File: src/rtl/apb_master.sv
// APB initiator: turns single-beat command-port requests into APB transfers, one at a time,
// and aborts any transfer whose PREADY does not arrive within TIMEOUT ACCESS samples.
module apb_master #(
    parameter int unsigned ADDR_WIDTH = 4,
    parameter int unsigned DATA_WIDTH = 32,
    parameter int unsigned TIMEOUT    = 16
) (
    input  logic                  PCLK,
    input  logic                  PRESETn,
    input  logic                  cmd_valid,
    output logic                  cmd_ready,
    input  logic                  cmd_write,
    input  logic [ADDR_WIDTH-1:0] cmd_addr,
    input  logic [DATA_WIDTH-1:0] cmd_wdata,
    output logic                  rsp_valid,
    output logic [DATA_WIDTH-1:0] rsp_rdata,
    output logic                  rsp_timeout,
    output logic [ADDR_WIDTH-1:0] PADDR,
    output logic                  PWRITE,
    output logic                  PSEL,
    output logic                  PENABLE,
    output logic [DATA_WIDTH-1:0] PWDATA,
    input  logic [DATA_WIDTH-1:0] PRDATA,
    input  logic                  PREADY
);

    localparam int unsigned CntW = (TIMEOUT > 1) ? $clog2(TIMEOUT) : 1;
    localparam logic [CntW-1:0] CntMax = CntW'(TIMEOUT - 1);

    typedef enum logic [1:0] {StIdle, StSetup, StAccess} state_e;

    state_e                  state_q, state_d;
    logic [CntW-1:0]         cnt_q, cnt_d;
    logic [ADDR_WIDTH-1:0]   paddr_q, paddr_d;
    logic                    pwrite_q, pwrite_d;
    logic [DATA_WIDTH-1:0]   pwdata_q, pwdata_d;
    logic                    rsp_valid_q, rsp_valid_d;
    logic [DATA_WIDTH-1:0]   rsp_rdata_q, rsp_rdata_d;
    logic                    rsp_timeout_q, rsp_timeout_d;

    always_ff @(posedge PCLK or negedge PRESETn) begin
        if (!PRESETn) begin
            state_q       <= StIdle;
            cnt_q         <= '0;
            paddr_q       <= '0;
            pwrite_q      <= 1'b0;
            pwdata_q      <= '0;
            rsp_valid_q   <= 1'b0;
            rsp_rdata_q   <= '0;
            rsp_timeout_q <= 1'b0;
        end else begin
            state_q       <= state_d;
            cnt_q         <= cnt_d;
            paddr_q       <= paddr_d;
            pwrite_q      <= pwrite_d;
            pwdata_q      <= pwdata_d;
            rsp_valid_q   <= rsp_valid_d;
            rsp_rdata_q   <= rsp_rdata_d;
            rsp_timeout_q <= rsp_timeout_d;
        end
    end

    always_comb begin
        state_d       = state_q;
        cnt_d         = cnt_q;
        paddr_d       = paddr_q;
        pwrite_d      = pwrite_q;
        pwdata_d      = pwdata_q;
        rsp_valid_d   = 1'b0;
        rsp_rdata_d   = rsp_rdata_q;
        rsp_timeout_d = rsp_timeout_q;
        unique case (state_q)
            StIdle: begin
                if (cmd_valid) begin
                    paddr_d  = cmd_addr;
                    pwrite_d = cmd_write;
                    pwdata_d = cmd_wdata;
                    state_d  = StSetup;
                end
            end
            StSetup: begin
                cnt_d   = '0;
                state_d = StAccess;
            end
            StAccess: begin
                // PREADY is tested first so a completion on the last allowed sample wins
                if (PREADY) begin
                    rsp_valid_d   = 1'b1;
                    rsp_rdata_d   = pwrite_q ? '0 : PRDATA;
                    rsp_timeout_d = 1'b0;
                    state_d       = StIdle;
                end else if (cnt_q == CntMax) begin
                    rsp_valid_d   = 1'b1;
                    rsp_rdata_d   = '0;
                    rsp_timeout_d = 1'b1;
                    state_d       = StIdle;
                end else begin
                    cnt_d = cnt_q + CntW'(1);
                end
            end
            default: state_d = StIdle;
        endcase
    end

    always_comb begin
        cmd_ready = 1'b0;
        PSEL      = 1'b0;
        PENABLE   = 1'b0;
        unique case (state_q)
            StIdle:   cmd_ready = 1'b1;
            StSetup:  PSEL      = 1'b1;
            StAccess: begin
                PSEL    = 1'b1;
                PENABLE = 1'b1;
            end
            default: cmd_ready = 1'b0;
        endcase
    end

    assign PADDR       = paddr_q;
    assign PWRITE      = pwrite_q;
    assign PWDATA      = pwdata_q;
    assign rsp_valid   = rsp_valid_q;
    assign rsp_rdata   = rsp_rdata_q;
    assign rsp_timeout = rsp_timeout_q;

endmodule

File: config.mk
export PLATFORM = sky130hd
export DESIGN_NAME = apb_master
export DESIGN_NICKNAME = d
export VERILOG_FILES = /design/src/rtl/apb_master.sv
export SDC_FILE = /design/constraint.sdc
export NUM_CORES = 1
export LEC_CHECK = 0
export ABC_AREA = 1
export CAP_MARGIN = 20
export CORE_ASPECT_RATIO = 1.1
export CORE_MARGIN = 3
export CORE_UTILIZATION = 61
export CTS_CLUSTER_SIZE = 8
export DETAILED_ROUTE_END_ITERATION = 8
export DONT_BUFFER_PORTS = 1
export GPL_ROUTABILITY_DRIVEN = 0
export GPL_TIMING_DRIVEN = 0
export PLACE_DENSITY = 0.78
export SLEW_MARGIN = 20
export SYNTH_ARGS = -nofsm -noshare
export SYNTH_HDL_FRONTEND = slang
export SYNTH_SLANG_ARGS = --single-unit
export TNS_END_PERCENT = 100
File: constraint.sdc
create_clock -name PCLK -period 1.4 [get_ports PCLK]
set_input_delay 0.28 -clock PCLK [delete_from_list [all_inputs] [get_ports PCLK]]
set_output_delay 0.28 -clock PCLK [all_outputs]
set_load 0.01 [all_outputs]
# Yosys cells after proc, flatten, opt, wreduce, memory -nomap -nowiden
# Index checks and enable logic that the tools add are counted.
[classes]
add_sub_neg = 1
n_reduce_logical = 8
n_eq_ne = 7
n_mux = 18
[ops]
columns = ["operator", "n"]
rows = [
  ["$mux W32", 3],
  ["$mux W1", 8],
  ["$mux W4", 2],
  ["$pmux W4 S2", 1],
  ["$mux W2", 3],
  ["$ne A2 B2 Y1 const B", 3],
  ["$pmux W2 S3", 1],
  ["$reduce_and A2 Y1", 3],
  ["$add A4 B1 Y4 const B", 1],
  ["$eq A4 B4 Y1 const B", 1],
  ["$reduce_bool A2 Y1", 2],
  ["$ne A3 B3 Y1 const B", 1],
  ["$reduce_and A3 Y1", 1],
  ["$eq A2 B1 Y1 const B", 1],
  ["$eq A2 B2 Y1 const B", 1],
  ["$logic_not A2 Y1", 1],
  ["$reduce_or A2 Y1", 1],
]
[word_totals]
elab_cells = 42
input_bits = 73
output_inout_bits = 74
reg_bits = 77

# Logic depth before layout (Yosys ltp)
[logic_depth]
ltp_word = 4
ltp_mapped = 8
ltp_nobuf = 8

# Worst setup path after synthesis
# Ideal clock, no wire load.
[synth_timing]
path_kind = "reg-to-reg"
start = "register state_q[0]"
end = "register cnt_q[0]"
period_less_slack_ns = 1.359
setup_time_ns = 0.123
setup_slack_ns = 0.041
required_ns = 1.277
arrival_ns = 1.236
n_path_buf = 0
stages_incl_launch_ff = 8
path_cell_list = "dfrtp_1 inv_1 ha_1 inv_1 nor2_2 nand2_2 nand3_1 o21ai_1"
[synth_via]
elab_chain_len = 3
word_cells_on_any_way = 7
cone_classes = "4 x eq/ne; 1 x mux; 2 x reduce/logical"
[synth_rtl]
columns = ["element", "line_no", "text"]
rows = [
  ["start, declared", "32", "state_e state_q, state_d;"],
  ["start signal, assigned", "43", "state_q <= StIdle;"],
  ["start signal, assigned", "52", "state_q <= state_d;"],
  ["$eq A2 B2 Y1 or $eq A2 B1 Y1 (tied branches)", "72", "unique case (state_q)"],
  ["$ne A2 B2 Y1 (no source line) or $reduce_bool A2 Y1 (tied branches)", "-", ""],
  ["$reduce_and A3 Y1 (no source line)", "-", ""],
  ["end signal, assigned", "53", "cnt_q <= cnt_d;"],
  ["end, declared", "33", "logic [CntW-1:0] cnt_q, cnt_d;"],
]
# Several ways; a longest one is shown, not always the timed one.
# A chain may end at the register's enable or synchronous reset.

# Final worst setup path
[layout_timing]
start = "register state_q[0]"
end = "register rsp_rdata_q[9] (netlist: rsp_rdata[9])"
[layout_via]
elab_chain_len = 2
[layout_rtl]
columns = ["element", "line_no", "text"]
rows = [
  ["$eq A2 B2 Y1", "72", ""],
  ["$reduce_and A2 Y1 (no source line)", "-", ""],
  ["end signal, assigned", "58", "rsp_rdata_q <= rsp_rdata_d;"],
  ["end, declared", "38", "logic [DATA_WIDTH-1:0] rsp_rdata_q, rsp_rdata_d;"],
]
# No other way between the ends.

==> run summary <==
arrival time worst endpoint = 1.64 ns
Die Footprint = 5980 µm²
most frequent cells in the layout = nand2_1, dfrtp_1, buf_6
flops & latches, synth = 77
CTS tree = yes
failing checks = negative hold slack
Critical Path Sink Type = flop
Max clock buf depth = 2
worst hold margin = -0.366 ns
Via density = 5.20
critical path type = flop to flop
Final setup viols = 0
total chip power = 8.34 mW
Critical Path, Cell by Cell = inv_2, ha_4, nand2_4, nor2_4, buf_6, nand2_1, nand2_1
# clock sinks = 77
H-tree Lvls = 3
vias in the first global route = 2138
synthesized instance count = 353
Post-DRT Antenna Nets = 0
Cell variety after synth = 17
max-cap check violation count = 0
DRC = 0
Reg2Reg Depth = 7
clock slew at reported path FFs = 0.08 ns
Starting Density = 64.8%
FF-to-FF Start = state_q[0]
Least-Margin Pin Slew = 0.262 ns
CP startpoint kind = flop
GRT overflow = 0
PortBufs = 0
Slew Viols, Final = 0
Syn Std Cell Area = 3100 µm²
share of cells above drive strength 1 = 13.7%
commonest non-fill, non-tap cell in the layout = nand2_1
Nets = 444
clock skew = 0.00730 ns
Critical path origin = state_q[0]
final std cells w/o fill = 428
Min Clock Period, post-route = 1.37 ns
Detailed Route Iter0 Violations = 109
R2R Setup Slk = 0.03 ns
worst endpoint required time = 1.67 ns
Ys Warns = 0
total CTS buffers = 9
core box area = 4780 µm²
GRT Total Usage = 21.6%
vias = 2226
f_max = 729 MHz
Rows = 26
Post-Route WL = 6.35 mm
worst flop-to-flop path endpoint = rsp_rdata[9]
Cell Pwr Density = 2370 nW/µm²
Finished Core Util = 73.7%
chip width = 74.0 µm
sequential area share after synthesis = 62.1%
most used cell, CP = nand2_1
Worst Setup EP = rsp_rdata[9]
Die H = 80.8 µm
Placed Instances = 409
Synthesized Nets = 430
area delta synth->final = 13.7%
# IOs = 147
Max FO, Critical Path = 10
RSZ-0062 raised after global routing = true
final period utilization = 98.0%
DR WL/cell = 14.8 µm
DPL Wire Length = 4.36 mm
Peak VDD IR = 1290 µV
HP Class = input port to async pin
crit-path max cell delay = 0.41 ns
Setup TNS = 0 ns
drt first pass iters = 4
clk root buf = clkbuf_8
largest net degree at the start of global routing = 78
Fin. Hold Viols = 77
Slowest-stage cell, CP = dfrtp_1
Clk Latency, worst-skew pair = 0.34 ns
worst rel slew slack = 82.5%
status = complete, but fails checks
Pleak = 1.96 nW
synthesized area per cell = 8.78 µm²
global-route wire length before repair = 9.69 mm
initial antenna violation count = 0
n_diodes = 0
[through the flow]
| step | hold slack [ns] | worst slack [ns] | instance area, µm² |
|---|---|---|---|
| after detailed placement | -0.0140 | -0.154 | 3170 |
| final | -0.366 | 0.0286 | 3530 |
| after CTS | -0.387 | 0.0109 | 3460 |
| after global routing | -0.399 | -0.0404 | 3530 |
| after global placement | -0.0141 | -0.109 | 3170 |
| after floorplan | -0.0156 | 0.0407 | 3100 |
[report_power, final]
| group | leakage (nW) | switching [mW] | internal, mW |
|---|---|---|---|
| clock | 0.121 | 0.748 | 1.23 |
| sequential | 0.976 | 1.21 | 3.23 |
| combinational | 0.867 | 1.10 | 0.823 |
[layer usage]
metal | routed length (µm) | track usage, %
met2 | 3130 | 33.5
met1 | 2390 | 25.7
met3 | 776 | 10.6
met4 | 53 | 8.33
met5 | 0 | 0
[cell type report]
cell class | instances | area, µm²
plain buffers | 14 | 140
repair buffers | 3 | 26.3
well taps | 56 | 70.1
inverters | 10 | 37.5
fillers | 363 | 1260
multi-input cells | 252 | 1080
flip-flops and latches | 77 | 1930
clock buffers | 12 | 145
clock inverters | 4 | 95.1
[sequential cells by signal (all words and copies together) (netlist names)]
name,cells
state_q,2
PWRITE,1
PADDR,4
rsp_rdata,32
rsp_timeout,1
cnt_q,4
PWDATA,32
rsp_valid,1
[repair_timing]
action | 4_1_cts | 5_1_grt
endpoints found under the setup margin | 68 | 63
endpoints found under the hold margin | 77 | 77
buffers inserted | 1 | 2
gates resized for setup | 11 | 20
pin swaps | 0 | 1
[worst max-delay path, delay by kind of cell (launching register included)]
family | cells | cell delay, ns
DFF | 1 | 0.41
and+or+nand+nor | 4 | 0.39
adders and majority gates | 1 | 0.22
buffers and inverters | 2 | 0.29
[Yosys cell counts]
cell type / n / area share [%]
buf_2: 7 / 1.1
buf_6: 6 / 2.2
clkbuf_1: 1 / 0.12
dfrtp_1: 77 / 62
ha_1: 4 / 1.6
inv_1: 9 / 1.1
inv_2: 1 / 0.12
nand2_1: 229 / 28
nand2_2: 4 / 0.81
nand2_4: 1 / 0.36
nand3_1: 7 / 1.1
nand3_2: 1 / 0.32
nand4_1: 2 / 0.40
nor2_1: 1 / 0.12
nor2_2: 1 / 0.20
nor2_4: 1 / 0.36
o21ai_1: 1 / 0.16
[how the worst min path moves through the flow]
stage	slack, ns	cells past startpoint	start	endpoint
after floorplan	-0.02	0	PRESETn	PADDR[0]
after global placement	-0.01	0	PRESETn	rsp_rdata[25]
after detailed placement	-0.01	0	PRESETn	rsp_rdata[25]
after CTS	-0.39	0	PRESETn	rsp_rdata[12]
after global routing	-0.40	0	PRESETn	PWDATA[31]
final	-0.37	0	PRESETn	rsp_rdata[1]
[cells by family after synthesis]
group	after synthesis	share of synthesized area, %
AOI/OAI and AO/OA	1	0.161
adders and majority gates	4	1.61
buffers and inverters	24	4.64
and+or+nand+nor	247	31.4
DFF	77	62.1
Power figures use the tool's default switching activity.
